File: src/rtl/mc_ctrl.sv
`default_nettype none
// ============================================================================
// Module   : mc_ctrl
// Purpose  : Multi-cycle RV32I control FSM (fetch/decode/exec/mem/writeback).
// Revision : 1.0  initial release
// ============================================================================
module mc_ctrl #(
    parameter int MEM_TIMEOUT = 255,
    parameter int CNT_W       = 8
) (
    input  logic        clk,
    input  logic        rst,
    input  logic [31:0] instr,
    input  logic        mem_ready,
    input  logic        br_taken,
    output logic        ir_write,
    output logic        pc_write,
    output logic [1:0]  pc_src,
    output logic        mem_req,
    output logic        mem_we,
    output logic        reg_write,
    output logic [2:0]  imm_sel,
    output logic [1:0]  alu_src_a,
    output logic        alu_src_b,
    output logic [1:0]  wb_sel,
    output logic        illegal,
    output logic        timeout,
    output logic [2:0]  state
);

    localparam logic [2:0] c_st_fetch  = 3'd0;
    localparam logic [2:0] c_st_decode = 3'd1;
    localparam logic [2:0] c_st_exec   = 3'd2;
    localparam logic [2:0] c_st_mem    = 3'd3;
    localparam logic [2:0] c_st_wb     = 3'd4;
    localparam logic [2:0] c_st_halt   = 3'd7;

    localparam logic [6:0] c_op_lui    = 7'b0110111;
    localparam logic [6:0] c_op_auipc  = 7'b0010111;
    localparam logic [6:0] c_op_jal    = 7'b1101111;
    localparam logic [6:0] c_op_jalr   = 7'b1100111;
    localparam logic [6:0] c_op_branch = 7'b1100011;
    localparam logic [6:0] c_op_load   = 7'b0000011;
    localparam logic [6:0] c_op_store  = 7'b0100011;
    localparam logic [6:0] c_op_opimm  = 7'b0010011;
    localparam logic [6:0] c_op_op     = 7'b0110011;

    localparam logic [CNT_W-1:0] c_limit   = CNT_W'(MEM_TIMEOUT);
    localparam logic [CNT_W-1:0] c_cnt_max = '1;
    localparam logic             c_to_en   = (MEM_TIMEOUT != 0);

    logic [2:0]       r_state;
    logic [2:0]       w_next;
    logic [CNT_W-1:0] r_wait_cnt;
    logic             r_illegal;
    logic             r_timeout;

    logic [6:0] w_opcode;
    logic [2:0] w_funct3;
    logic       w_is_load, w_is_store, w_is_branch, w_is_jump, w_legal;
    logic       w_waiting, w_expired;
    logic [2:0] w_imm_sel;
    logic [1:0] w_src_a;
    logic       w_src_b;
    logic       w_unused_instr;

    // Only the opcode and funct3 fields steer control; the rest feed the datapath.
    assign w_opcode       = instr[6:0];
    assign w_funct3       = instr[14:12];
    assign w_unused_instr = ^{instr[31:15], instr[11:7]};

    assign w_is_load   = (w_opcode == c_op_load);
    assign w_is_store  = (w_opcode == c_op_store);
    assign w_is_branch = (w_opcode == c_op_branch);
    assign w_is_jump   = (w_opcode == c_op_jal) || (w_opcode == c_op_jalr);
    assign w_legal     = w_is_load || w_is_store || w_is_branch || w_is_jump ||
                         (w_opcode == c_op_lui) || (w_opcode == c_op_auipc) ||
                         (w_opcode == c_op_opimm) || (w_opcode == c_op_op);

    // A memory wait is any FETCH/MEM cycle without a completion; ready at the limit still wins.
    assign w_waiting = ((r_state == c_st_fetch) || (r_state == c_st_mem)) && !mem_ready;
    assign w_expired = c_to_en && (r_wait_cnt == c_limit);

    always_comb begin
        w_imm_sel = 3'd0;
        w_src_a   = 2'd0;
        w_src_b   = 1'b1;
        case (w_opcode)
            c_op_op:     w_src_b   = 1'b0;
            c_op_opimm:  w_imm_sel = ((w_funct3 == 3'b001) || (w_funct3 == 3'b101)) ? 3'd1 : 3'd0;
            c_op_store:  w_imm_sel = 3'd2;
            c_op_lui:    begin w_src_a = 2'd2; w_imm_sel = 3'd4; end
            c_op_auipc:  begin w_src_a = 2'd1; w_imm_sel = 3'd4; end
            c_op_jal:    begin w_src_a = 2'd1; w_imm_sel = 3'd5; end
            c_op_branch: begin w_src_b = 1'b0; w_imm_sel = 3'd3; end
            default:     ;
        endcase
    end

    always_ff @(posedge clk) begin
        if (rst) begin
            r_state    <= c_st_fetch;
            r_wait_cnt <= '0;
            r_illegal  <= 1'b0;
            r_timeout  <= 1'b0;
        end else begin
            r_state <= w_next;
            if (!w_waiting) begin
                r_wait_cnt <= '0;
            end else if (r_wait_cnt != c_cnt_max) begin
                r_wait_cnt <= r_wait_cnt + 1'b1;
            end
            if ((r_state == c_st_decode) && !w_legal) begin
                r_illegal <= 1'b1;
            end
            if (w_waiting && w_expired) begin
                r_timeout <= 1'b1;
            end
        end
    end

    always_comb begin
        w_next = r_state;
        case (r_state)
            c_st_fetch: begin
                if (mem_ready)      w_next = c_st_decode;
                else if (w_expired) w_next = c_st_halt;
            end
            c_st_decode: w_next = w_legal ? c_st_exec : c_st_halt;
            c_st_exec: begin
                if (w_is_branch)                   w_next = c_st_fetch;
                else if (w_is_load || w_is_store)  w_next = c_st_mem;
                else                               w_next = c_st_wb;
            end
            c_st_mem: begin
                if (mem_ready)      w_next = w_is_load ? c_st_wb : c_st_fetch;
                else if (w_expired) w_next = c_st_halt;
            end
            c_st_wb:   w_next = c_st_fetch;
            c_st_halt: w_next = c_st_halt;
            default:   w_next = c_st_halt;
        endcase
    end

    // Every output is forced low while rst is high so an abandoned request never leaks out.
    always_comb begin
        ir_write  = 1'b0;
        pc_write  = 1'b0;
        pc_src    = 2'd0;
        mem_req   = 1'b0;
        mem_we    = 1'b0;
        reg_write = 1'b0;
        imm_sel   = 3'd0;
        alu_src_a = 2'd0;
        alu_src_b = 1'b0;
        wb_sel    = 2'd0;
        illegal   = 1'b0;
        timeout   = 1'b0;
        state     = 3'd0;
        if (!rst) begin
            illegal = r_illegal;
            timeout = r_timeout;
            state   = r_state;
            case (r_state)
                c_st_fetch: begin
                    mem_req  = 1'b1;
                    ir_write = mem_ready;
                end
                c_st_exec: begin
                    imm_sel   = w_imm_sel;
                    alu_src_a = w_src_a;
                    alu_src_b = w_src_b;
                    if (w_is_branch) begin
                        pc_write = 1'b1;
                        pc_src   = br_taken ? 2'd2 : 2'd0;
                    end
                end
                c_st_mem: begin
                    imm_sel   = w_imm_sel;
                    alu_src_a = w_src_a;
                    alu_src_b = w_src_b;
                    mem_req   = 1'b1;
                    mem_we    = w_is_store;
                    pc_write  = w_is_store && mem_ready;
                end
                c_st_wb: begin
                    imm_sel   = w_imm_sel;
                    alu_src_a = w_src_a;
                    alu_src_b = w_src_b;
                    reg_write = 1'b1;
                    pc_write  = 1'b1;
                    pc_src    = w_is_jump ? 2'd1 : 2'd0;
                    wb_sel    = w_is_load ? 2'd1 : (w_is_jump ? 2'd2 : 2'd0);
                end
                default: ;
            endcase
        end
    end

endmodule
`default_nettype wire

File: config.mk
export PLATFORM = sky130hd
export DESIGN_NAME = mc_ctrl
export DESIGN_NICKNAME = d
export VERILOG_FILES = /design/src/rtl/mc_ctrl.sv
export SDC_FILE = /design/constraint.sdc
export NUM_CORES = 1
export LEC_CHECK = 0
export ABC_AREA = 1
export CAP_MARGIN = 20
export CORE_UTILIZATION = 23
export CTS_CLUSTER_DIAMETER = 200
export DETAILED_ROUTE_END_ITERATION = 10
export SLEW_MARGIN = 20
export SYNTH_ARGS = -nofsm -noshare
export SYNTH_HDL_FRONTEND = slang
export SYNTH_SLANG_ARGS = --single-unit
File: constraint.sdc
create_clock -name clk -period 3.2 [get_ports clk]
set_input_delay 0.48 -clock clk [delete_from_list [all_inputs] [get_ports clk]]
set_output_delay 0.48 -clock clk [all_outputs]
set_load 0.03 [all_outputs]
==> flow_summary_export.csv, run 1 <==
group,metric,value,unit
outcome,status,"completed",
placement,dp_hpwl,2.03,mm
drt,drtPass1Iterations,4,
pwr,leakagePower,0.583,nW
layout,area_growth,44.9,%
sta,setup_viol,0,
logic_synthesis,synth_top_family_by_area,"simple AND/OR/NAND/NOR gates",
critical_path,worstPathRequired,2.72,ns
drt,drt_iter0_markers,39,
placement,place.gp.congestion,0.907,
layout,nets,242,
critical_path,worstReg2RegEnd,"r_state[2]",
critical_path,critical_path_class,"in2out",
logic_synthesis,yosysSeqAreaShare,27.1,%
die,ios,56,
clock_tree,clk_path_buf_depth,2,
logic_synthesis,synth.top_cell.area_share,27.1,%
logic_synthesis,synth_fa_ha_area_share,1.30,%
clock_tree,clock-sinks,13,
layout,multi_input_area,588,µm²
clock_tree,cts_resized,0,
die,start_util,24.0,%
worst_hold_path,hold_class,"reg2reg",
sta,skew,0.00167,ns
logic_synthesis,yosys_warnings,0,
global_route,grt_pass1_vias,964,
pwr,peakVddDrop,346,µV
drt,post_drt_via_cell_ratio,4.33,
logic_synthesis,ys_ff_latch,13,
critical_path,crit_arrival,2.45,ns
global_route,grt_pass1_wl,4.23,mm
die,fp.dieH,66.6,µm
clock_tree,cts.clk_slew.worst_paths,0.06,ns
sta,finalSetupTns,0,ns
logic_synthesis,synth_xor_area_share,0.911,%
pwr,powerDensity,539,nW/µm²
critical_path,path_max_fanout,5,
sta,slew_viol_final,0,
die,rows,23,
logic_synthesis,synth_compound_area_share,9.51,%
global_route,gr-total-overflow,0,
logic_synthesis,syn_nets,205,
critical_path,rr_worst_depth,9,
critical_path,critPathLaunchType,"input pin",
clock_tree,h-tree-depth,1,
layout,regArea,260,µm²
clock_tree,post_cts_buffers,0,
placement,portBuffers,32,
global_route,grt_max_degree,11,
global_route,antenna_found_initial,0,
layout,diodes,0,
logic_synthesis,synth_area_per_cell,5.72,µm²
sta,rsz0062_at_grt,"false",
die,core,4000,µm²
drt,via_count,1100,
clock_tree,cts_hold_buf,0,
layout,n_fill_cell,429,
critical_path,end_kind,"output pin",
drt,totalWireLength,2.49,mm
logic_synthesis,ys_types,23,
job,max_cap_viol_count,0,
pwr,power.total,751,µW
die,dieArea,4440,µm²
die,die_x,66.6,µm
sta,slew_headroom,71.7,%
sta,worstMarginPinSlew,0.421,ns
logic_synthesis,synth_top_area_cell,"dfxtp_1",
critical_path,critPathLaunch,"instr[3]",
clock_tree,cts_made_buffers,3,
sta,final-hold-violation-count,0,
logic_synthesis,yosys-top-cells-area,"dfxtp_1, nor2_1, inv_1",
clock_tree,cts_tree,"built",
critical_path,critical_path.endpoint,"pc_write",
sta,period_share,91.5,%
critical_path,r2r_start,"r_wait_cnt[0]",
global_route,track_usage,12.3,%
drt,drtAntennaViolNets,0,
critical_path,r2r_slack,1.71,ns
clock_tree,clk_latency,0.24,ns
drt,routedWlPerCell,9.80,µm
sta,clock.fmax,341,MHz
logic_synthesis,syn_inst,168,
clock_tree,cts-root-buf,"clkbuf_8",
logic_synthesis,yosys.area_share.simple,49.5,%
logic_synthesis,netlist_area,961,µm²
logic_synthesis,muxShareOfSynthArea,0,%
drt,drc,0,
layout,drive_above_1_share,8.33,%
sta,min_period,2.93,ns
stage by stage:
step	cells	worst slack (ns)	util, %	hold slack [ns]	instance area, µm²
2_1_floorplan	168	1.04	-	0.436	961
3_3_place_gp	250	0.271	33.7	0.446	1350
3_5_place_dp	250	0.288	33.7	0.450	1350
4_1_cts	254	0.286	34.8	0.458	1390
5_1_grt	254	0.114	34.8	0.474	1390
6_report	254	0.271	34.8	0.456	1390
layout by cell type, fill, tap and decap left out:
cell / synthesis / layout
or2_1: 1 / 1
o21ai_0: 5 / 5
nor2_2: 3 / 3
a211oi_1: 1 / 1
nand4_1: 1 / 1
ha_1: 1 / 1
nand3b_1: 1 / 1
nand2_2: 4 / 4
buf_4: 0 / 1
inv_1: 27 / 27
a21oi_2: 1 / 1
a21oi_1: 9 / 9
dfxtp_1: 13 / 13
xor2_1: 1 / 1
nand3_1: 19 / 19
clkdlybuf4s50_1: 0 / 32
nand2_1: 27 / 27
nor4_1: 1 / 1
nor2_4: 2 / 2
clkbuf_1: 1 / 1
inv_2: 2 / 2
o21ai_1: 1 / 1
or2_2: 1 / 1
nor3_1: 6 / 6
nor2_1: 40 / 40
clkbuf_8: 0 / 3
layer usage:
| metal | up-vias | routed length, µm | global-route usage [%] |
|---|---|---|---|
| met5 | - | 0 | 0 |
| met4 | 0 | 16 | 3.19 |
| met3 | 2 | 103 | 2.57 |
| met2 | 27 | 1140 | 19.2 |
| met1 | 470 | 1230 | 16.8 |
| li1 | 601 | - | - |
Yosys cell counts:
cell type and number:
a21oi_1 9, ha_1 1, clkbuf_1 1, inv_1 27
nand2_1 27, a21oi_2 1, o21ai_0 5, nand3_1 19
xor2_1 1, nor2_1 40, nand3b_1 1, nor2_4 2
or2_1 1, nor3_1 6, inv_2 2, o21ai_1 1
dfxtp_1 13, nand4_1 1, nand2_2 4, a211oi_1 1
nor2_2 3, nor4_1 1, or2_2 1
state kept, by name, indices dropped and copies added, names as in the netlist:
register    flops
r_wait_cnt      8
r_illegal       1
r_timeout       1
r_state         3
worst max-delay path, cell delays in order:
cell and delay (ns):
clkdlybuf4s50_1 0.42, inv_1 0.14, nand2_1 0.08, nor2_2 0.19, nand2_1 0.12, inv_1 0.12
nand3_1 0.12, nand3_1 0.11, clkdlybuf4s50_1 0.67
cells by family after synthesis:
logic type / after synthesis
AND/OR/NAND/NOR: 106
XOR/XNOR: 1
AO/OA/AOI/OAI: 17
flip-flops: 13
buffers and inverters: 30
adder cells (fa/ha/maj): 1
area by class of cell:
cell class | instances | area share (%)
clock buffer | 4 | 3.23
inverter | 29 | 7.82
multi-input combinational | 125 | 42.2
sequential | 13 | 18.7
tap | 50 | 4.49
timing repair buffer | 33 | 23.5
how the worst min path moves through the flow:
stage                          from         to  slack, ns  cells past startpoint
after floorplan           r_timeout  r_timeout       0.44                      2
after global placement    r_timeout  r_timeout       0.45                      2
after detailed placement  r_timeout  r_timeout       0.45                      2
after CTS                 r_timeout  r_timeout       0.46                      2
after global routing      r_timeout  r_timeout       0.47                      2
final                     r_timeout  r_timeout       0.46                      2
power by group:
part	leakage, nW	switching [mW]	internal (mW)	total [mW]
logic	0.455	0.241	0.144	0.385
registers	0.106	0.0282	0.190	0.218
clock network	0.0228	0.0597	0.0880	0.148
total	0.583	0.329	0.422	0.751
No activity file was read; power rests on OpenSTA's default activity.
==> run 2, diff against run 1 <==
Settings changed: PLACE_DENSITY from default to 0.57.
==> flow_summary_export.csv, run 2 (same netlist as run 1, synthesis figures left out) <==
group,metric,value,unit
critical_path,crit_arrival,2.47,ns
drt,via_count,1109,
layout,drive_above_1_share,8.33,%
global_route,grt_pass1_vias,1047,
drt,drtAntennaViolNets,0,
layout,multi_input_area,588,µm²
global_route,gr-total-overflow,0,
pwr,powerDensity,542,nW/µm²
layout,nets,242,
pwr,p_sw_share,44.0,%
global_route,track_usage,13.1,%
worst_hold_path,holdCritStartpoint,"r_timeout",
pwr,pwr-share-seq,28.8,%
clock_tree,post_cts_buffers,0,
sta,skew,0.00593,ns
sta,slew_viol_final,0,
layout,top_register,"r_wait_cnt",
global_route,grt_max_degree,13,
pwr,p_int,422,µW
clock_tree,cts_made_buffers,3,
sta,finalSetupTns,0,ns
pwr,p_comb_share,51.5,%
die,die_x,66.6,µm
layout,area_growth,44.9,%
clock_tree,h-tree-depth,1,
clock_tree,cts_resized,0,
layout,fin_util,34.8,%
layout,n_fill_cell,445,
global_route,grt_pass1_wl,4.46,mm
critical_path,critical_path_class,"in2out",
placement,dp_slack,0.255,ns
die,start_util,24.0,%
sta,worstMarginPinSlew,0.349,ns
sta,min_period,2.95,ns
die,rows,23,
die,core,4000,µm²
pwr,pwr-share-clk,19.7,%
layout,top_regs,"r_wait_cnt: 8 flops, r_state: 3 flops",
placement,placed_area,1350,µm²
critical_path,path_max_fanout,5,
clock_tree,clock-sinks,13,
clock_tree,cts_tree,"built",
layout,regArea,260,µm²
clock_tree,clk_latency,0.25,ns
job,max_cap_viol_count,0,
drt,drt_iter0_markers,34,
layout,diodes,0,
pwr,p_sw,332,µW
global_route,antenna_found_initial,0,
sta,clock.fmax,339,MHz
drt,routedWlPerCell,9.89,µm
layout,mostFrequentLayoutCells,"nor2_1, clkdlybuf4s50_1, inv_1, nand2_1, nand3_1",
layout,largest_reg_flops,8,
die,ios,56,
sta,rsz0062_at_grt,"false",
clock_tree,cts_hold_buf,0,
drt,drtPass1Iterations,4,
drt,totalWireLength,2.51,mm
placement,portBuffers,32,
sta,period_share,92.3,%
critical_path,worstPathRequired,2.72,ns
placement,place.gp.congestion,0.790,
layout,mostFrequentLayoutCell,"nor2_1",
critical_path,critPathLaunch,"instr[3]",
critical_path,end_kind,"output pin",
critical_path,critPathLaunchType,"input pin",
die,dieArea,4440,µm²
clock_tree,cts.clk_slew.worst_paths,0.05,ns
pwr,leakagePower,0.583,nW
outcome,status,"completed",
clock_tree,cts-root-buf,"clkbuf_8",
pwr,peakVddDrop,352,µV
drt,drc,0,
worst_hold_path,hold_class,"reg2reg",
layout,final_area,1390,µm²
die,fp.dieH,66.6,µm
sta,final-hold-violation-count,0,
drt,post_drt_via_cell_ratio,4.37,
sta,slew_headroom,76.5,%
sta,setup_slack,0.246,ns
clock_tree,clk_path_buf_depth,2,
sta,setup_viol,0,
placement,dp_hpwl,2.03,mm
critical_path,r2r_start,"r_wait_cnt[0]",
run 2: per-stage QoR:
| stage | hold slack (ns) | std cells | total power, mW |
|---|---|---|---|
| after floorplan | 0.436 | 168 | 0.482 |
| final | 0.456 | 254 | 0.754 |
| after global placement | 0.447 | 250 | 0.610 |
| after global routing | 0.510 | 254 | 0.828 |
| after detailed placement | 0.454 | 250 | 0.609 |
| after CTS | 0.462 | 254 | 0.765 |
run 2: worst paths after layout:
| check | slack, ns | end | cells after the start |
|---|---|---|---|
| max | 0.25 | pc_write | 9 |
| min | 0.46 | r_timeout | 2 |
| max reg2reg | 1.73 | r_state[2] | 9 |
| min reg2reg | 0.46 | r_timeout | 2 |
run 2: layout make-up:
class                           instances  area share, %
Tap cell                               50           4.49
Inverter                               29           7.82
Clock buffer                            4           3.23
Multi-Input combinational cell        125           42.2
Timing Repair Buffer                   33           23.5
Sequential cell                        13           18.7
run 2: layer usage:
metal	vias to the layer above	routed length [µm]	GRT usage, %
li1	600	-	-
met1	488	1190	16.3
met2	18	1210	22.1
met3	3	96	3.77
met4	0	17	2.39
met5	-	0	0
run 2: power groups by stage:
stage	logic, mW	clock network [mW]	registers, mW
2_1_floorplan	0.267	0	0.214
3_3_place_gp	0.390	0	0.220
3_5_place_dp	0.389	0	0.221
4_1_cts	0.392	0.155	0.218
5_1_grt	0.440	0.164	0.224
6_report	0.388	0.149	0.217
run 2: worst max-delay path, cell delays in order:
cell and delay [ns]:
clkdlybuf4s50_1 0.42, inv_1 0.14, nand2_1 0.08, nor2_2 0.19
nand2_1 0.12, inv_1 0.11, nand3_1 0.12, nand3_1 0.13
clkdlybuf4s50_1 0.67
==> run 3, diff against run 2 <==
Settings changed: SKIP_CTS_REPAIR_TIMING from default to 1.
==> results of run 3 <==
Same layout as run 2: the final DEF is identical, and so are final timing and power.
